==> src/rtl/plant_property_writer.sv <==
// plant_property_writer
// ---------------------
// Writes one 9-word plant property entry into the EMIB device property table.
// A request (i_plant_write_irq with i_config_flag high, sampled only while idle)
// captures the plant record. The entry index is the low byte of the MAC. Valid
// indices 0x01..0xFE are written as nine 16-bit words starting at
// base + (index-1)*9. Indices 0x00 and 0xFF are rejected with an error pulse.
//
// Ports
//   i_clk, i_rst                  clock, synchronous active-high reset
//   i_plant_write_irq             write request (level, sampled in IDLE)
//   i_config_flag                 request qualifier
//   i_plant_mac/ip/toffset/
//   i_plant_datalen/interval      plant record fields
//   i_emib_device_property_addr   property table base address
//   i_ram_wr_grant                RAM accepts the presented word this cycle
//   o_emib_addr, o_wr_data        RAM write address / data
//   o_wr_ram_en                   RAM write request
//   o_plant_write_busy            high whenever not idle
//   o_plant_write_done            one-cycle pulse after the last word
//   o_plant_write_error           one-cycle pulse on a rejected index
module plant_property_writer #(
   parameter int ADDR_SZ = 16
) (
   input  logic               i_clk,
   input  logic               i_rst,
   input  logic               i_plant_write_irq,
   input  logic               i_config_flag,
   input  logic [47:0]        i_plant_mac,
   input  logic [31:0]        i_plant_ip,
   input  logic [31:0]        i_plant_toffset,
   input  logic [15:0]        i_plant_datalen,
   input  logic [15:0]        i_plant_interval,
   input  logic [ADDR_SZ-1:0] i_emib_device_property_addr,
   input  logic               i_ram_wr_grant,
   output logic [ADDR_SZ-1:0] o_emib_addr,
   output logic [15:0]        o_wr_data,
   output logic               o_wr_ram_en,
   output logic               o_plant_write_busy,
   output logic               o_plant_write_done,
   output logic               o_plant_write_error
);

   typedef enum logic [2:0] {
      S_IDLE,
      S_CHECK,
      S_WR_WORD,
      S_DONE,
      S_ERROR
   } state_t;

   state_t             r_state, w_state_next;
   logic [3:0]         r_word, w_word_next;

   // Captured plant record; the entry is built only from these copies.
   logic [47:0]        r_mac;
   logic [31:0]        r_ip;
   logic [31:0]        r_toffset;
   logic [14:0]        r_datalen;
   logic [15:0]        r_interval;
   logic [ADDR_SZ-1:0] r_base;

   logic [ADDR_SZ-1:0] r_addr, w_addr_next;
   logic [15:0]        r_wr_data, w_wr_data_next;
   logic               r_wr_en, w_wr_en_next;
   logic               r_busy, w_busy_next;
   logic               r_done, w_done_next;
   logic               r_error, w_error_next;

   logic               w_accept;
   logic               w_bad_index;
   logic               w_word_accept;
   logic [11:0]        w_entry_offset;
   logic [ADDR_SZ-1:0] w_entry_addr;
   logic [15:0]        w_word_data;
   logic               w_unused_ok;

   // The top bit of datalen is lost when the length is stored doubled.
   assign w_unused_ok    = i_plant_datalen[15];

   assign w_accept       = i_plant_write_irq & i_config_flag;
   assign w_bad_index    = (r_mac[7:0] == 8'h00) || (r_mac[7:0] == 8'hFF);
   assign w_word_accept  = (r_state == S_WR_WORD) && i_ram_wr_grant;
   // (index-1)*9 peaks at 253*9 = 2277, which fits 12 bits.
   assign w_entry_offset = ({4'b0000, r_mac[7:0]} - 12'd1) * 12'd9;
   assign w_entry_addr   = r_base + ADDR_SZ'(w_entry_offset);

   // State register and all registered outputs share one edge.
   always_ff @(posedge i_clk) begin
      if (i_rst) begin
         r_state    <= S_IDLE;
         r_word     <= '0;
         r_addr     <= '0;
         r_wr_data  <= '0;
         r_wr_en    <= 1'b0;
         r_busy     <= 1'b0;
         r_done     <= 1'b0;
         r_error    <= 1'b0;
         r_mac      <= '0;
         r_ip       <= '0;
         r_toffset  <= '0;
         r_datalen  <= '0;
         r_interval <= '0;
         r_base     <= '0;
      end else begin
         r_state   <= w_state_next;
         r_word    <= w_word_next;
         r_addr    <= w_addr_next;
         r_wr_data <= w_wr_data_next;
         r_wr_en   <= w_wr_en_next;
         r_busy    <= w_busy_next;
         r_done    <= w_done_next;
         r_error   <= w_error_next;
         if ((r_state == S_IDLE) && w_accept) begin
            r_mac      <= i_plant_mac;
            r_ip       <= i_plant_ip;
            r_toffset  <= i_plant_toffset;
            r_datalen  <= i_plant_datalen[14:0];
            r_interval <= i_plant_interval;
            r_base     <= i_emib_device_property_addr;
         end
      end
   end

   // Next-state logic
   always_comb begin
      w_state_next = r_state;
      w_word_next  = r_word;
      case (r_state)
         S_IDLE: begin
            if (w_accept) begin
               w_state_next = S_CHECK;
            end
         end
         S_CHECK: begin
            w_word_next  = 4'd0;
            w_state_next = w_bad_index ? S_ERROR : S_WR_WORD;
         end
         S_WR_WORD: begin
            if (w_word_accept) begin
               if (r_word == 4'd8) begin
                  w_state_next = S_DONE;
               end else begin
                  w_word_next = r_word + 4'd1;
               end
            end
         end
         default: begin
            w_state_next = S_IDLE;
         end
      endcase
   end

   // Word selection for the word that will be presented next cycle.
   always_comb begin
      w_word_data = 16'h0000;
      case (w_word_next)
         4'd0:    w_word_data = r_ip[31:16];
         4'd1:    w_word_data = r_ip[15:0];
         4'd2:    w_word_data = r_mac[47:32];
         4'd3:    w_word_data = r_mac[31:16];
         4'd4:    w_word_data = r_mac[15:0];
         4'd5:    w_word_data = r_toffset[31:16];
         4'd6:    w_word_data = r_toffset[15:0];
         4'd7:    w_word_data = {r_datalen, 1'b0};
         4'd8:    w_word_data = r_interval;
         default: w_word_data = 16'h0000;
      endcase
   end

   // Output logic: next values of the registered outputs.
   always_comb begin
      w_wr_en_next   = (w_state_next == S_WR_WORD);
      w_wr_data_next = w_wr_en_next ? w_word_data : 16'h0000;
      w_busy_next    = (w_state_next != S_IDLE);
      w_done_next    = (w_state_next == S_DONE);
      w_error_next   = (w_state_next == S_ERROR);
      case (r_state)
         S_CHECK:   w_addr_next = w_entry_addr;
         S_WR_WORD: w_addr_next = w_word_accept ? (r_addr + ADDR_SZ'(1)) : r_addr;
         default:   w_addr_next = r_addr;
      endcase
   end

   // Outside a word write the address port mirrors the live table base.
   assign o_emib_addr         = (r_state == S_WR_WORD) ? r_addr : i_emib_device_property_addr;
   assign o_wr_data           = r_wr_data;
   assign o_wr_ram_en         = r_wr_en;
   assign o_plant_write_busy  = r_busy;
   assign o_plant_write_done  = r_done;
   assign o_plant_write_error = r_error;

endmodule

==> config.mk <==
export PLATFORM = sky130hd
export DESIGN_NAME = plant_property_writer
export DESIGN_NICKNAME = d
export VERILOG_FILES = /design/src/rtl/plant_property_writer.sv
export SDC_FILE = /design/constraint.sdc
export NUM_CORES = 1
export LEC_CHECK = 0
export CORE_AREA = 8 8 179 181
export DETAILED_ROUTE_END_ITERATION = 8
export DIE_AREA = 0 0 187 189
export GPL_ROUTABILITY_DRIVEN = 0
export GPL_TIMING_DRIVEN = 0
export PLACE_DENSITY = 0.58
export SLEW_MARGIN = 20
export SYNTH_ARGS = -nofsm -noshare
export SYNTH_HDL_FRONTEND = slang
export SYNTH_SLANG_ARGS = --single-unit
==> constraint.sdc <==
create_clock -name i_clk -period 6.7 [get_ports i_clk]
set_input_delay 0.67 -clock i_clk [delete_from_list [all_inputs] [get_ports i_clk]]
set_output_delay 0.67 -clock i_clk [all_outputs]
set_load 0.01 [all_outputs]
==> impl_metrics.py <==
metrics = {
    "outcome": {
        "status": "finished clean",
    },
    "timing": {
        "skew_ns": 0.0197,
        "tns_ns": 0,
        "tightest_slew_ns": 0.932,
        "hold_viol_final": 0,
        "slew_headroom_pct": 37.7,
        "fmax_mhz": 201,
        "maxSlewViolCount": 0,
        "period_needed_ns": 4.98,
        "rsz0062_at_grt": "no",
        "finalCritPeriodShare_pct": 74.3,
        "setup_viol": 0,
        "hold_slack_ns": 0.454,
    },
    "floorplanning": {
        "die_x_um": 187,
        "start_util_pct": 34.4,
        "core_um2": 29200,
        "pin_count": 201,
        "dieArea_um2": 35300,
        "rows": 63,
        "chipHeight_um": 189,
    },
    "synth": {
        "synth_area_um2": 10100,
        "yosys_register_bits": 202,
        "yosysSeqAreaShare_pct": 40.2,
        "synth_warnings": 0,
        "synth.avg_cell_area_um2": 7.62,
        "synth_edf_count": 0,
        "synth_cell_types": 64,
        "syn-num-nets": 1521,
        "synth-async-reset-ratio_pct": 0,
        "synthCells": 1321,
        "ys.flop_type": "dfxtp_1",
    },
    "grt": {
        "grtUsageTotal_pct": 20.2,
        "grt_pass1_wl_mm": 56.6,
        "overflow": 0,
        "antenna_found_initial": 0,
        "grt_pass1_vias": 9906,
        "grt_max_degree": 14,
    },
    "power": {
        "vdd_ir_drop_max_uv": 135,
        "p_leak_nw": 5.15,
        "powerDensity_nw_per_um2": 267,
        "p_int_mw": 2.53,
        "seq_power_share_pct": 36.7,
        "p_comb_share_pct": 24.5,
        "clkPwrFrac_pct": 38.9,
        "swShare_pct": 29.4,
        "total_power_mw": 3.58,
        "p_sw_mw": 1.05,
    },
    "clock_tree": {
        "cts_hold_buf": 0,
        "clockBufferDepth": 3,
        "htreeDepth": 1,
        "cts_tree": "yes",
        "ctsResizeCount": 0,
        "numCtsBuffers": 23,
        "clkSinkCount": 202,
        "clk_latency_ns": 0.52,
        "cts_setup_buffers": 0,
        "clkTransAtPathRegs_ns": 0.06,
        "cts_root_buffer": "clkbuf_16",
    },
    "detailed_routing": {
        "antenna_left": 0,
        "routed_wl_mm": 37.2,
        "route.detailed.drc": 0,
        "viasPerCell": 5.19,
        "dr_total_vias": 10100,
        "dr.pass1.iters": 5,
        "wl_per_cell_um": 19.1,
        "drt-initial-drc-count": 881,
    },
    "final_layout": {
        "stdcell_count": 1952,
        "final_util_pct": 45.8,
        "layout-drive-gt1-share_pct": 5.76,
        "area_growth_pct": 33.1,
        "nNetsFinal": 1746,
        "diodes": 0,
    },
    "worst_setup_path": {
        "critPathCaptureType": "flop",
        "arrival_ns": 5.40,
        "reg2reg_from": "r_mac[0]",
        "crit_start": "r_mac[0]",
        "r2r_slack_ns": 1.72,
        "critical_path_class": "reg -> reg",
        "crit_path_start_kind": "flop",
        "required_ns": 7.12,
        "cp_max_fo": 8,
    },
    "min_path": {
        "worstHoldStart": "r_mac[17]",
        "worstHoldPathType": "reg -> reg",
    },
    "placed_design": {
        "port_buffers": 199,
        "dp_hpwl_mm": 29.8,
        "placed_cells": 1911,
    },
    "flow_run": {
        "drv_cap": 0,
    },
}
-- metrics by stage --
stage / cell area, um2 / worst slack (ns)
after floorplan: 10100 / 2.48
after global placement: 12500 / 1.83
after detailed placement: 12600 / 1.75
after CTS: 13400 / 1.71
after global routing: 13400 / 1.26
final: 13400 / 1.72
-- routing by layer --
layer	track usage, %	wire length, um	vias to the layer above
li1	-	-	4981
met1	26.2	16400	4642
met2	32.9	16700	430
met3	4.21	2800	74
met4	7.45	1320	0
met5	0	0	-
-- cell families after synthesis --
| group | synth area share (%) |
|---|---|
| compound gates | 19.5 |
| xor+xnor | 1.83 |
| fa+ha+maj | 4.50 |
| buf+inv | 5.15 |
| flops | 40.2 |
| mux | 5.09 |
| simple gates | 23.7 |
-- registers in the layout, indices dropped and copies added, names as in the netlist, 3 cells and up --
signal and cells:
o_wr_data 16, r_addr 16, r_base 16, r_datalen 15, r_interval 16, r_ip 32
r_mac 48, r_state 3, r_toffset 32, r_word 4
-- worst paths after layout --
path | end | depth (start not counted)
max | r_addr[12] | 21
max reg2reg | r_addr[12] | 21
min | r_mac[17] | 2
min reg2reg | r_mac[17] | 2
-- power groups by stage --
stage / Sequential [mW] / Combinational [mW] / Clock, mW
finish: 1.31 / 0.875 / 1.39
CTS: 1.31 / 0.870 / 1.41
detailed placement: 1.34 / 0.862 / 0
floorplan: 1.32 / 0.571 / 0
global route: 1.32 / 0.977 / 1.46
global placement: 1.34 / 0.851 / 0
-- layout make-up --
| cell class | instances | area [um2] |
|---|---|---|
| inverters | 20 | 75.1 |
| clock buffers | 29 | 648 |
| well taps | 390 | 488 |
| fillers | 2956 | 15900 |
| repair buffers | 200 | 2000 |
| clock inverters | 12 | 189 |
| flip-flops and latches | 202 | 4040 |
| plain buffers | 92 | 443 |
| multi-input cells | 1007 | 5510 |
-- placed cells by master, fill, tap and decap left out, types with 4 or more instances in the layout --
cell type / instances
a211oi_1: 4
a21o_1: 9
a21oi_1: 217
a221oi_1: 4
a22oi_1: 7
a2bb2oi_1: 4
a311oi_1: 4
a31oi_1: 6
a32o_1: 4
and2_1: 6
and3_1: 9
buf_2: 23
buf_4: 6
bufinv_16: 5
clkbuf_1: 59
clkbuf_16: 23
clkbuf_8: 5
clkdlybuf4s50_1: 199
clkinv_2: 6
dfxtp_1: 202
ha_1: 33
inv_1: 20
mux2_2: 5
mux2i_1: 44
nand2_1: 413
nand2b_1: 5
nand3_1: 20
nand4_1: 13
nor2_1: 46
nor3_1: 17
nor3b_1: 4
o21ai_0: 41
o21bai_1: 4
o22ai_1: 8
o2bb2ai_1: 8
or3_1: 5
xnor2_1: 14
xor2_1: 7
-- synth_stat cells (3+ instances only) --
cell type,instances,area (um2)
or3_1,5,31.3
o2bb2ai_1,8,70.1
a2bb2oi_1,4,35.0
xnor2_1,14,123
a311oi_1,4,35.0
a211oi_1,4,30.0
nor3_1,17,85.1
o21ai_0,41,205
and2_1,6,37.5
a21oi_1,217,1090
and4_1,3,26.3
nand2_1,413,1550
o31ai_1,3,22.5
ha_1,33,413
nand4_1,13,81.3
o22ai_1,8,50.1
a22oi_1,7,52.6
dfxtp_1,202,4040
a32o_1,4,40.0
inv_1,20,75.1
nor2_1,46,173
o21bai_1,4,30.0
clkbuf_1,58,218
mux2_2,5,56.3
a21o_1,9,67.6
buf_4,6,45.0
nor4_1,4,25.0
nor3b_1,4,30.0
and3_1,9,56.3
xor2_1,7,61.3
buf_2,22,110
a2111oi_0,3,26.3
nand2b_1,5,31.3
a221oi_1,4,35.0
o21a_1,3,22.5
a31oi_1,6,37.5
nand3_1,20,100
mux2i_1,44,440
-- worst max-delay path: stages, from the launching register on --
cell and delay, ns:
dfxtp_1 0.55, inv_1 0.17, ha_1 0.31, nand2_1 0.10, xor2_1 0.19, inv_1 0.10
ha_1 0.30, ha_1 0.17, inv_1 0.06, fa_1 0.39, inv_1 0.07, a21oi_1 0.06
o21bai_1 0.20, xor2_1 0.20, ha_1 0.33, and3_1 0.21, and3_1 0.18, a21oi_1 0.10
o21ai_0 0.16, o31ai_1 0.46, mux2_2 0.39, a211oi_1 0.21
(Power assumes the default switching activity.)
